### src/rtl/ahb_master_arbiter_if.sv
// Requester-side and ahb_lite-side signals of the master arbiter.
// The arbiter connects through the master modport; the environment
// (requesters plus ahb_lite) uses the slave modport.
interface ahb_master_arbiter_if #(
    parameter int NUM_REQ = 2,
    parameter int ADDR_W  = 32,
    parameter int DATA_W  = 32
);
    // requester command side
    logic [NUM_REQ-1:0]        req_valid;
    logic [NUM_REQ-1:0]        req_write;
    logic [NUM_REQ*ADDR_W-1:0] req_addr;
    logic [NUM_REQ*DATA_W-1:0] req_wdata;
    logic [NUM_REQ-1:0]        req_ready;

    // requester response side
    logic [NUM_REQ-1:0]        rsp_valid;
    logic [DATA_W-1:0]         rsp_rdata;
    logic                      rsp_err;

    // ahb_lite master port
    logic                      hbusreq;
    logic [ADDR_W-1:0]         haddr;
    logic                      haddr_ctrl;
    logic                      hwrite;
    logic [DATA_W-1:0]         hwdata;
    logic                      hgrant;
    logic                      hready_s2m;
    logic                      hresp_s2m;
    logic [DATA_W-1:0]         hdata_s2m;

    modport master (
        input  req_valid, req_write, req_addr, req_wdata,
        input  hgrant, hready_s2m, hresp_s2m, hdata_s2m,
        output req_ready, rsp_valid, rsp_rdata, rsp_err,
        output hbusreq, haddr, haddr_ctrl, hwrite, hwdata
    );

    modport slave (
        output req_valid, req_write, req_addr, req_wdata,
        output hgrant, hready_s2m, hresp_s2m, hdata_s2m,
        input  req_ready, rsp_valid, rsp_rdata, rsp_err,
        input  hbusreq, haddr, haddr_ctrl, hwrite, hwdata
    );
endinterface

### src/rtl/ahb_master_arbiter.sv
// Shares the single ahb_lite master port between NUM_REQ requesters.
// One transfer in flight: IDLE -> REQ -> ADDR -> DATA -> RESP -> IDLE.
// Arbitration is round-robin (PRIO_MODE=0) or fixed, lowest index first
// (PRIO_MODE=1). REQ and DATA are guarded by a TIMEOUT-cycle abort.
module ahb_master_arbiter #(
    parameter int NUM_REQ   = 2,
    parameter int ADDR_W    = 32,
    parameter int DATA_W    = 32,
    parameter int PRIO_MODE = 0,
    parameter int TIMEOUT   = 255
) (
    input logic                  clk,
    input logic                  rst,
    ahb_master_arbiter_if.master bus
);

    localparam int IDX_W = (NUM_REQ > 1) ? $clog2(NUM_REQ) : 1;
    localparam logic [15:0]      TIMEOUT_CNT = 16'(TIMEOUT);
    localparam logic [IDX_W:0]   NUM_REQ_W   = (IDX_W+1)'(NUM_REQ);

    typedef enum logic [2:0] {
        IDLE,
        REQ,
        ADDR,
        DATA,
        RESP
    } state_t;

    state_t               state;
    logic [IDX_W-1:0]     rr_ptr;
    logic [IDX_W-1:0]     owner;
    logic [15:0]          timer;
    logic [DATA_W-1:0]    rdata_r;
    logic                 err_r;

    // registered outputs
    logic [NUM_REQ-1:0]   rsp_valid_q;
    logic [DATA_W-1:0]    rsp_rdata_q;
    logic                 rsp_err_q;
    logic                 hbusreq_q;
    logic [ADDR_W-1:0]    haddr_q;
    logic                 haddr_ctrl_q;
    logic                 hwrite_q;
    logic [DATA_W-1:0]    hwdata_q;

    // arbitration results
    logic [2*NUM_REQ-1:0] dbl_valid;
    logic [NUM_REQ-1:0]   rot_valid;
    logic [IDX_W-1:0]     rr_off;
    logic [IDX_W:0]       rr_sum;
    logic [IDX_W:0]       ptr_sum;
    logic [IDX_W-1:0]     winner;
    logic                 win_found;
    logic [IDX_W-1:0]     ptr_next;
    logic [NUM_REQ-1:0]   req_ready_c;
    logic [NUM_REQ-1:0]   owner_onehot;

    // winner's command
    logic [ADDR_W-1:0]    sel_addr;
    logic [DATA_W-1:0]    sel_wdata;
    logic                 sel_write;

    // Rotating the request vector by the pointer turns round-robin into
    // a lowest-index search; the offset is added back modulo NUM_REQ.
    assign dbl_valid = {bus.req_valid, bus.req_valid};
    assign rot_valid = NUM_REQ'(dbl_valid >> rr_ptr);

    // Pick the winner among the currently valid requesters.
    always_comb begin
        rr_off    = '0;
        rr_sum    = '0;
        winner    = '0;
        win_found = 1'b0;
        if (PRIO_MODE != 0) begin
            // descending scan: the last hit is the lowest valid index
            for (int unsigned i = NUM_REQ; i > 0; i--) begin
                if (bus.req_valid[i-1]) begin
                    winner    = IDX_W'(i-1);
                    win_found = 1'b1;
                end
            end
        end else begin
            for (int unsigned i = NUM_REQ; i > 0; i--) begin
                if (rot_valid[i-1]) begin
                    rr_off    = IDX_W'(i-1);
                    win_found = 1'b1;
                end
            end
            rr_sum = {1'b0, rr_ptr} + {1'b0, rr_off};
            if (rr_sum >= NUM_REQ_W) begin
                rr_sum = rr_sum - NUM_REQ_W;
            end
            winner = rr_sum[IDX_W-1:0];
        end
    end

    // Pointer advances to the requester after the winner, wrapping.
    always_comb begin
        ptr_sum = {1'b0, winner} + (IDX_W+1)'(1);
        if (ptr_sum >= NUM_REQ_W) begin
            ptr_sum = '0;
        end
        ptr_next = ptr_sum[IDX_W-1:0];
    end

    // Mux out the winner's address, direction and write data.
    always_comb begin
        sel_addr  = '0;
        sel_wdata = '0;
        sel_write = 1'b0;
        for (int unsigned i = 0; i < NUM_REQ; i++) begin
            if (winner == IDX_W'(i)) begin
                sel_addr  = bus.req_addr[i*ADDR_W +: ADDR_W];
                sel_wdata = bus.req_wdata[i*DATA_W +: DATA_W];
                sel_write = bus.req_write[i];
            end
        end
    end

    // Accept pulse in the same cycle as the IDLE decision.
    always_comb begin
        req_ready_c = '0;
        if (!rst && state == IDLE && win_found) begin
            req_ready_c[winner] = 1'b1;
        end
    end

    // One-hot response strobe for the latched owner.
    always_comb begin
        owner_onehot        = '0;
        owner_onehot[owner] = 1'b1;
    end

    // Transfer sequencer with registered bus and response outputs.
    always_ff @(posedge clk) begin
        if (rst) begin
            state        <= IDLE;
            rr_ptr       <= '0;
            owner        <= '0;
            timer        <= '0;
            rdata_r      <= '0;
            err_r        <= 1'b0;
            rsp_valid_q  <= '0;
            rsp_rdata_q  <= '0;
            rsp_err_q    <= 1'b0;
            hbusreq_q    <= 1'b0;
            haddr_q      <= '0;
            haddr_ctrl_q <= 1'b0;
            hwrite_q     <= 1'b0;
            hwdata_q     <= '0;
        end else begin
            case (state)
                IDLE: begin
                    if (win_found) begin
                        state     <= REQ;
                        owner     <= winner;
                        haddr_q   <= sel_addr;
                        hwrite_q  <= sel_write;
                        hwdata_q  <= sel_wdata;
                        hbusreq_q <= 1'b1;
                        timer     <= '0;
                        if (PRIO_MODE == 0) begin
                            rr_ptr <= ptr_next;
                        end
                    end
                end

                REQ: begin
                    if (bus.hgrant) begin
                        state        <= ADDR;
                        haddr_ctrl_q <= 1'b1;
                        timer        <= '0;
                    end else if (timer == TIMEOUT_CNT) begin
                        state       <= RESP;
                        hbusreq_q   <= 1'b0;
                        rsp_valid_q <= owner_onehot;
                        rsp_rdata_q <= '0;
                        rsp_err_q   <= 1'b1;
                        timer       <= '0;
                    end else begin
                        timer <= timer + 16'd1;
                    end
                end

                ADDR: begin
                    state        <= DATA;
                    haddr_ctrl_q <= 1'b0;
                    hbusreq_q    <= 1'b0;
                    timer        <= '0;
                end

                DATA: begin
                    err_r <= err_r | bus.hresp_s2m;
                    if (bus.hready_s2m) begin
                        rdata_r <= bus.hdata_s2m;
                    end
                    // Response fields are built from this cycle's slave
                    // inputs as well, so a last-cycle hresp/hready still
                    // lands in the response.
                    if (!bus.hgrant) begin
                        state       <= RESP;
                        rsp_valid_q <= owner_onehot;
                        rsp_err_q   <= err_r | bus.hresp_s2m;
                        if (hwrite_q) begin
                            rsp_rdata_q <= '0;
                        end else if (bus.hready_s2m) begin
                            rsp_rdata_q <= bus.hdata_s2m;
                        end else begin
                            rsp_rdata_q <= rdata_r;
                        end
                        timer <= '0;
                    end else if (timer == TIMEOUT_CNT) begin
                        state       <= RESP;
                        rsp_valid_q <= owner_onehot;
                        rsp_rdata_q <= '0;
                        rsp_err_q   <= 1'b1;
                        timer       <= '0;
                    end else begin
                        timer <= timer + 16'd1;
                    end
                end

                RESP: begin
                    state       <= IDLE;
                    rsp_valid_q <= '0;
                    rsp_rdata_q <= '0;
                    rsp_err_q   <= 1'b0;
                    err_r       <= 1'b0;
                    rdata_r     <= '0;
                    haddr_q     <= '0;
                    hwdata_q    <= '0;
                    hwrite_q    <= 1'b0;
                    timer       <= '0;
                end

                default: begin
                    state <= IDLE;
                end
            endcase
        end
    end

    assign bus.req_ready  = req_ready_c;
    assign bus.rsp_valid  = rsp_valid_q;
    assign bus.rsp_rdata  = rsp_rdata_q;
    assign bus.rsp_err    = rsp_err_q;
    assign bus.hbusreq    = hbusreq_q;
    assign bus.haddr      = haddr_q;
    assign bus.haddr_ctrl = haddr_ctrl_q;
    assign bus.hwrite     = hwrite_q;
    assign bus.hwdata     = hwdata_q;

endmodule

### src/flat_wrapper.sv
// flat-port wrapper written by rule: the top's interface ports become plain ports
module ahb_master_arbiter_flat 
#(
    parameter int NUM_REQ   = 2,
    parameter int ADDR_W    = 32,
    parameter int DATA_W    = 32,
    parameter int PRIO_MODE = 0,
    parameter int TIMEOUT   = 255
)
  (clk, rst, bus_req_valid, bus_req_write, bus_req_addr, bus_req_wdata, bus_hgrant, bus_hready_s2m, bus_hresp_s2m, bus_hdata_s2m, bus_req_ready, bus_rsp_valid, bus_rsp_rdata, bus_rsp_err, bus_hbusreq, bus_haddr, bus_haddr_ctrl, bus_hwrite, bus_hwdata);
  ahb_master_arbiter_if #(.NUM_REQ(NUM_REQ), .ADDR_W(ADDR_W), .DATA_W(DATA_W)) bus_i ();
  input logic clk;
  input logic rst;
  input wire logic [$bits(bus_i.req_valid)-1:0] bus_req_valid;
  input wire logic [$bits(bus_i.req_write)-1:0] bus_req_write;
  input wire logic [$bits(bus_i.req_addr)-1:0] bus_req_addr;
  input wire logic [$bits(bus_i.req_wdata)-1:0] bus_req_wdata;
  input wire logic [$bits(bus_i.hgrant)-1:0] bus_hgrant;
  input wire logic [$bits(bus_i.hready_s2m)-1:0] bus_hready_s2m;
  input wire logic [$bits(bus_i.hresp_s2m)-1:0] bus_hresp_s2m;
  input wire logic [$bits(bus_i.hdata_s2m)-1:0] bus_hdata_s2m;
  output wire logic [$bits(bus_i.req_ready)-1:0] bus_req_ready;
  output wire logic [$bits(bus_i.rsp_valid)-1:0] bus_rsp_valid;
  output wire logic [$bits(bus_i.rsp_rdata)-1:0] bus_rsp_rdata;
  output wire logic [$bits(bus_i.rsp_err)-1:0] bus_rsp_err;
  output wire logic [$bits(bus_i.hbusreq)-1:0] bus_hbusreq;
  output wire logic [$bits(bus_i.haddr)-1:0] bus_haddr;
  output wire logic [$bits(bus_i.haddr_ctrl)-1:0] bus_haddr_ctrl;
  output wire logic [$bits(bus_i.hwrite)-1:0] bus_hwrite;
  output wire logic [$bits(bus_i.hwdata)-1:0] bus_hwdata;
  assign bus_i.req_valid = bus_req_valid;
  assign bus_i.req_write = bus_req_write;
  assign bus_i.req_addr = bus_req_addr;
  assign bus_i.req_wdata = bus_req_wdata;
  assign bus_i.hgrant = bus_hgrant;
  assign bus_i.hready_s2m = bus_hready_s2m;
  assign bus_i.hresp_s2m = bus_hresp_s2m;
  assign bus_i.hdata_s2m = bus_hdata_s2m;
  assign bus_req_ready = bus_i.req_ready;
  assign bus_rsp_valid = bus_i.rsp_valid;
  assign bus_rsp_rdata = bus_i.rsp_rdata;
  assign bus_rsp_err = bus_i.rsp_err;
  assign bus_hbusreq = bus_i.hbusreq;
  assign bus_haddr = bus_i.haddr;
  assign bus_haddr_ctrl = bus_i.haddr_ctrl;
  assign bus_hwrite = bus_i.hwrite;
  assign bus_hwdata = bus_i.hwdata;
  ahb_master_arbiter #(.NUM_REQ(NUM_REQ), .ADDR_W(ADDR_W), .DATA_W(DATA_W), .PRIO_MODE(PRIO_MODE), .TIMEOUT(TIMEOUT)) u_core (.clk(clk), .rst(rst), .bus(bus_i));
endmodule
### config.mk
export PLATFORM = sky130hd
export DESIGN_NAME = ahb_master_arbiter_flat
export DESIGN_NICKNAME = d
export VERILOG_FILES = /design/src/rtl/ahb_master_arbiter_if.sv /design/src/rtl/ahb_master_arbiter.sv /design/src/flat_wrapper.sv
export SDC_FILE = /design/constraint.sdc
export NUM_CORES = 1
export LEC_CHECK = 0
export ABC_AREA = 1
export BUFFER_PORTS_ARGS = -buffer_cell sky130_fd_sc_hd__buf_2
export CORE_MARGIN = 2
export CORE_UTILIZATION = 39
export DETAILED_ROUTE_END_ITERATION = 7
export GPL_TIMING_DRIVEN = 1
export PLACE_DENSITY = 0.72
export SLEW_MARGIN = 30
export SYNTH_ARGS = -nofsm -noshare
export SYNTH_HDL_FRONTEND = slang
export SYNTH_SLANG_ARGS = --single-unit
### constraint.sdc
create_clock -name clk -period 1.7 [get_ports clk]
set_input_delay 0.085 -clock clk [delete_from_list [all_inputs] [get_ports clk]]
set_output_delay 0.085 -clock clk [all_outputs]
set_load 0.05 [all_outputs]
==> flow_summary.json <==
{
  "status": "complete, but fails checks",
  "violations": "negative setup slack",
  "synth_fp_nets": 1251,
  "synth.distinct_cells": 37,
  "ios": 273,
  "cts_max_path_buffers": 2,
  "ir_drop_v": 0.0007596,
  "clk_pin_slew_ps": 60,
  "antenna_found_initial": 2,
  "syn_area_per_cell_um2": 6.933,
  "endpoint_kind": "flip-flop",
  "drt_iter0_markers": 721,
  "ys_seq_elements": 156,
  "critPathSlowestCell": "dfxtp_4",
  "fin_util_pct": 60.73,
  "hp-class": "input pin to flip-flop",
  "fin_skew_ps": 13.52,
  "drtPass1Iterations": 6,
  "ant_nets": 0,
  "grt_overflow_total": 0,
  "gp_congestion": 0.8905,
  "placementRows": 50,
  "cts_buffers": 17,
  "critPathMostFrequentCell": "buf_4",
  "path_class": "flip-flop to flip-flop",
  "max_freq_ghz": 0.5848,
  "path_max_fanout": 6,
  "htreeDepth": 4,
  "die_area_um2": 20340,
  "wire_per_inst_um": 16.64,
  "clock-sinks": 156,
  "setup_viol": 7,
  "slew_violations": 0,
  "critPathLaunchType": "flip-flop",
  "drc": 0,
  "relSlewSlack_pct": 69.18,
  "critPathTopFamily": "buffers and inverters",
  "coreArea_um2": 18770,
  "port_buffers": 272,
  "start_util_pct": 39.93,
  "cp_num_buf_inv": 5,
  "cellPowerDensity_nw_per_um2": 927.3,
  "fin_ws_ps": -10.11,
  "finalCritPeriodShare_pct": 100.6,
  "fin_hold_ws_ps": 33.87,
  "worstPathArrival_ps": 2010,
  "finalNetCount": 1654,
  "drive_above_1_share_pct": 29.19,
  "cts_tree": "done",
  "multi_input_area_um2": 3787,
  "min_period_ps": 1710,
  "rsz0062_at_grt": "yes",
  "critical-path-max-stage-delay_ps": 370,
  "routed-via-count": 9369,
  "required_ps": 2000,
  "totalWireLength_mm": 28.90,
  "grt_pass1_wl_mm": 43.85,
  "finalHoldViolations": 0,
  "hpwl_mm": 16.85,
  "syn_area_um2": 7495,
  "grt_max_degree": 77,
  "grt_pass1_vias": 8976,
  "fp.dieW_um": 142.6,
  "drv_cap": 0,
  "fill_cells": 1610,
  "worst_pin_slew_ps": 461.8,
  "seq_area_um2": 3131,
  "syn_to_final_growth_pct": 52.09,
  "post_drt_via_cell_ratio": 5.397,
  "p_leak_nw": 5.077,
  "synthCells": 1081,
  "clkLatencyLatePin_ps": 440,
  "ff2ff_setup_slack_ps": -10,
  "yosys_warnings": 0,
  "die_h_um": 142.6,
  "root_buffer": "clkbuf_16",
  "preCtsSetupSlack_ps": 33.80,
  "yosysSeqAreaShare_pct": 41.67,
  "cp_cell_sequence": "buf_4 -> inv_2 -> nor3_4 -> buf_4 -> o21ai_4 -> inv_4 -> nand2_8 -> clkbuf_16 -> nand2_1 -> a21oi_1",
  "track_usage_pct": 26.75
}
## layout by cell type (no fill, tap or decap), types with 34 or more instances in the layout
| cell type | count |
|---|---|
| o21ai_0 | 44 |
| buf_2 | 269 |
| dfxtp_1 | 152 |
| nand2_1 | 355 |
| nor2_1 | 34 |
| nand3_1 | 137 |
| dlygate4sd3_1 | 129 |
| nand4_1 | 41 |
| inv_1 | 56 |
| a31oi_1 | 36 |
| a21oi_1 | 64 |
| buf_4 | 45 |
## path summary, 6_finish.rpt
| kind | startpoint | end | cells after the start |
|---|---|---|---|
| hold / removal | rst | u_core.timer[6] | 4 |
| setup / recovery | u_core.state[0] | u_core.bus.rsp_rdata[30] | 10 |
| hold reg to reg | u_core.rdata_r[3] | u_core.rdata_r[3] | 2 |
| setup reg to reg | u_core.state[0] | u_core.bus.rsp_rdata[30] | 10 |
## per-layer routing
metal	wire length, µm	global-route usage [%]	vias to the layer above
met1	11080	31.83	4234
met3	2498	6.439	154
met5	0	0	-
met4	1617	15.22	0
li1	-	-	4402
met2	13700	44.21	579
## sequential cells by signal, indices dropped and copies added, names as in the netlist, 2 cells and up
| register | count |
|---|---|
| u_core.bus.haddr | 32 |
| u_core.bus.rsp_valid | 2 |
| u_core.bus.hwdata | 32 |
| u_core.rdata_r | 32 |
| u_core.bus.rsp_rdata | 32 |
| u_core.state | 3 |
| u_core.timer | 16 |
## Yosys cell counts, drive strengths merged
cell type | n | area (µm²)
clkinv | 3 | 12.51
buf | 41 | 271.5
clkbuf | 36 | 135.1
nand3 | 141 | 720.7
or2 | 1 | 6.260
nand4 | 41 | 256.5
inv | 63 | 236.5
nor3 | 9 | 76.33
nor3b | 2 | 25.02
nand2 | 377 | 1478
a21oi | 80 | 449.2
dfxtp | 156 | 3123
and3 | 2 | 12.51
o21ai | 47 | 239.0
a31oi | 36 | 225.2
xor2 | 2 | 17.52
nor2 | 40 | 170.2
a31o | 1 | 8.760
ha | 1 | 12.51
o21bai | 2 | 18.77
## stage by stage
| stage | std cells | instance area (µm²) | setup TNS [ps] | total power, mW |
|---|---|---|---|---|
| 2_1_floorplan | 1081 | 7495 | 0 | 5.591 |
| 3_5_place_dp | 1555 | 9228 | 0 | 6.303 |
| 6_report | 1736 | 11400 | -34.63 | 10.57 |
| 4_1_cts | 1720 | 11180 | -11.67 | 10.43 |
| 3_3_place_gp | 1555 | 9228 | 0 | 6.292 |
| 5_1_grt | 1733 | 11390 | -2742 | 10.92 |
## what timing repair did
item / CTS / global route
buffers inserted: 4 / 8
endpoints found under the hold margin: 66 / 0
hold buffers: 129 / 0
pin swaps: 4 / 24
gates resized for setup: 12 / 20
gates cloned: 0 / 3
endpoints found under the setup margin: 2 / 54
## report_power, final
group	internal, mW	total [mW]	switching [mW]	leakage (nW)
clock	2.23	3.91	1.68	0.283
combinational	0.894	2.64	1.74	3.52
sequential	3.88	4.02	0.144	1.27
## final cells by class
| cell class | instances | area share (%) |
|---|---|---|
| Multi-Input combinational cell | 782 | 33.23 |
| Timing Repair Buffer | 461 | 29.15 |
| Sequential cell | 156 | 27.46 |
| Clock buffer | 18 | 3.853 |
| Tap cell | 234 | 2.569 |
| Inverter | 66 | 2.206 |
| Clock inverter | 14 | 1.416 |
| Antenna cell | 5 | 0.1098 |
## logic make-up (layout without fill, tap and decap cells)
family	Yosys count	in the layout	share of synthesized area [%]
AOI/OAI and AO/OA	166	166	12.55
xor gates and xnor gates	2	2	0.2338
adders and majority gates	1	1	0.1669
buffers and inverters	143	559	8.748
DFF	156	156	41.67
other	0	5	0
and+or+nand+nor	613	613	36.63
## worst min-delay path: cells and delay by family
family | cells | cell delay [ps]
AND/OR/NAND/NOR | 1 | 90
buffers and inverters | 3 | 240
No activity file was read; power rests on OpenSTA's default activity.
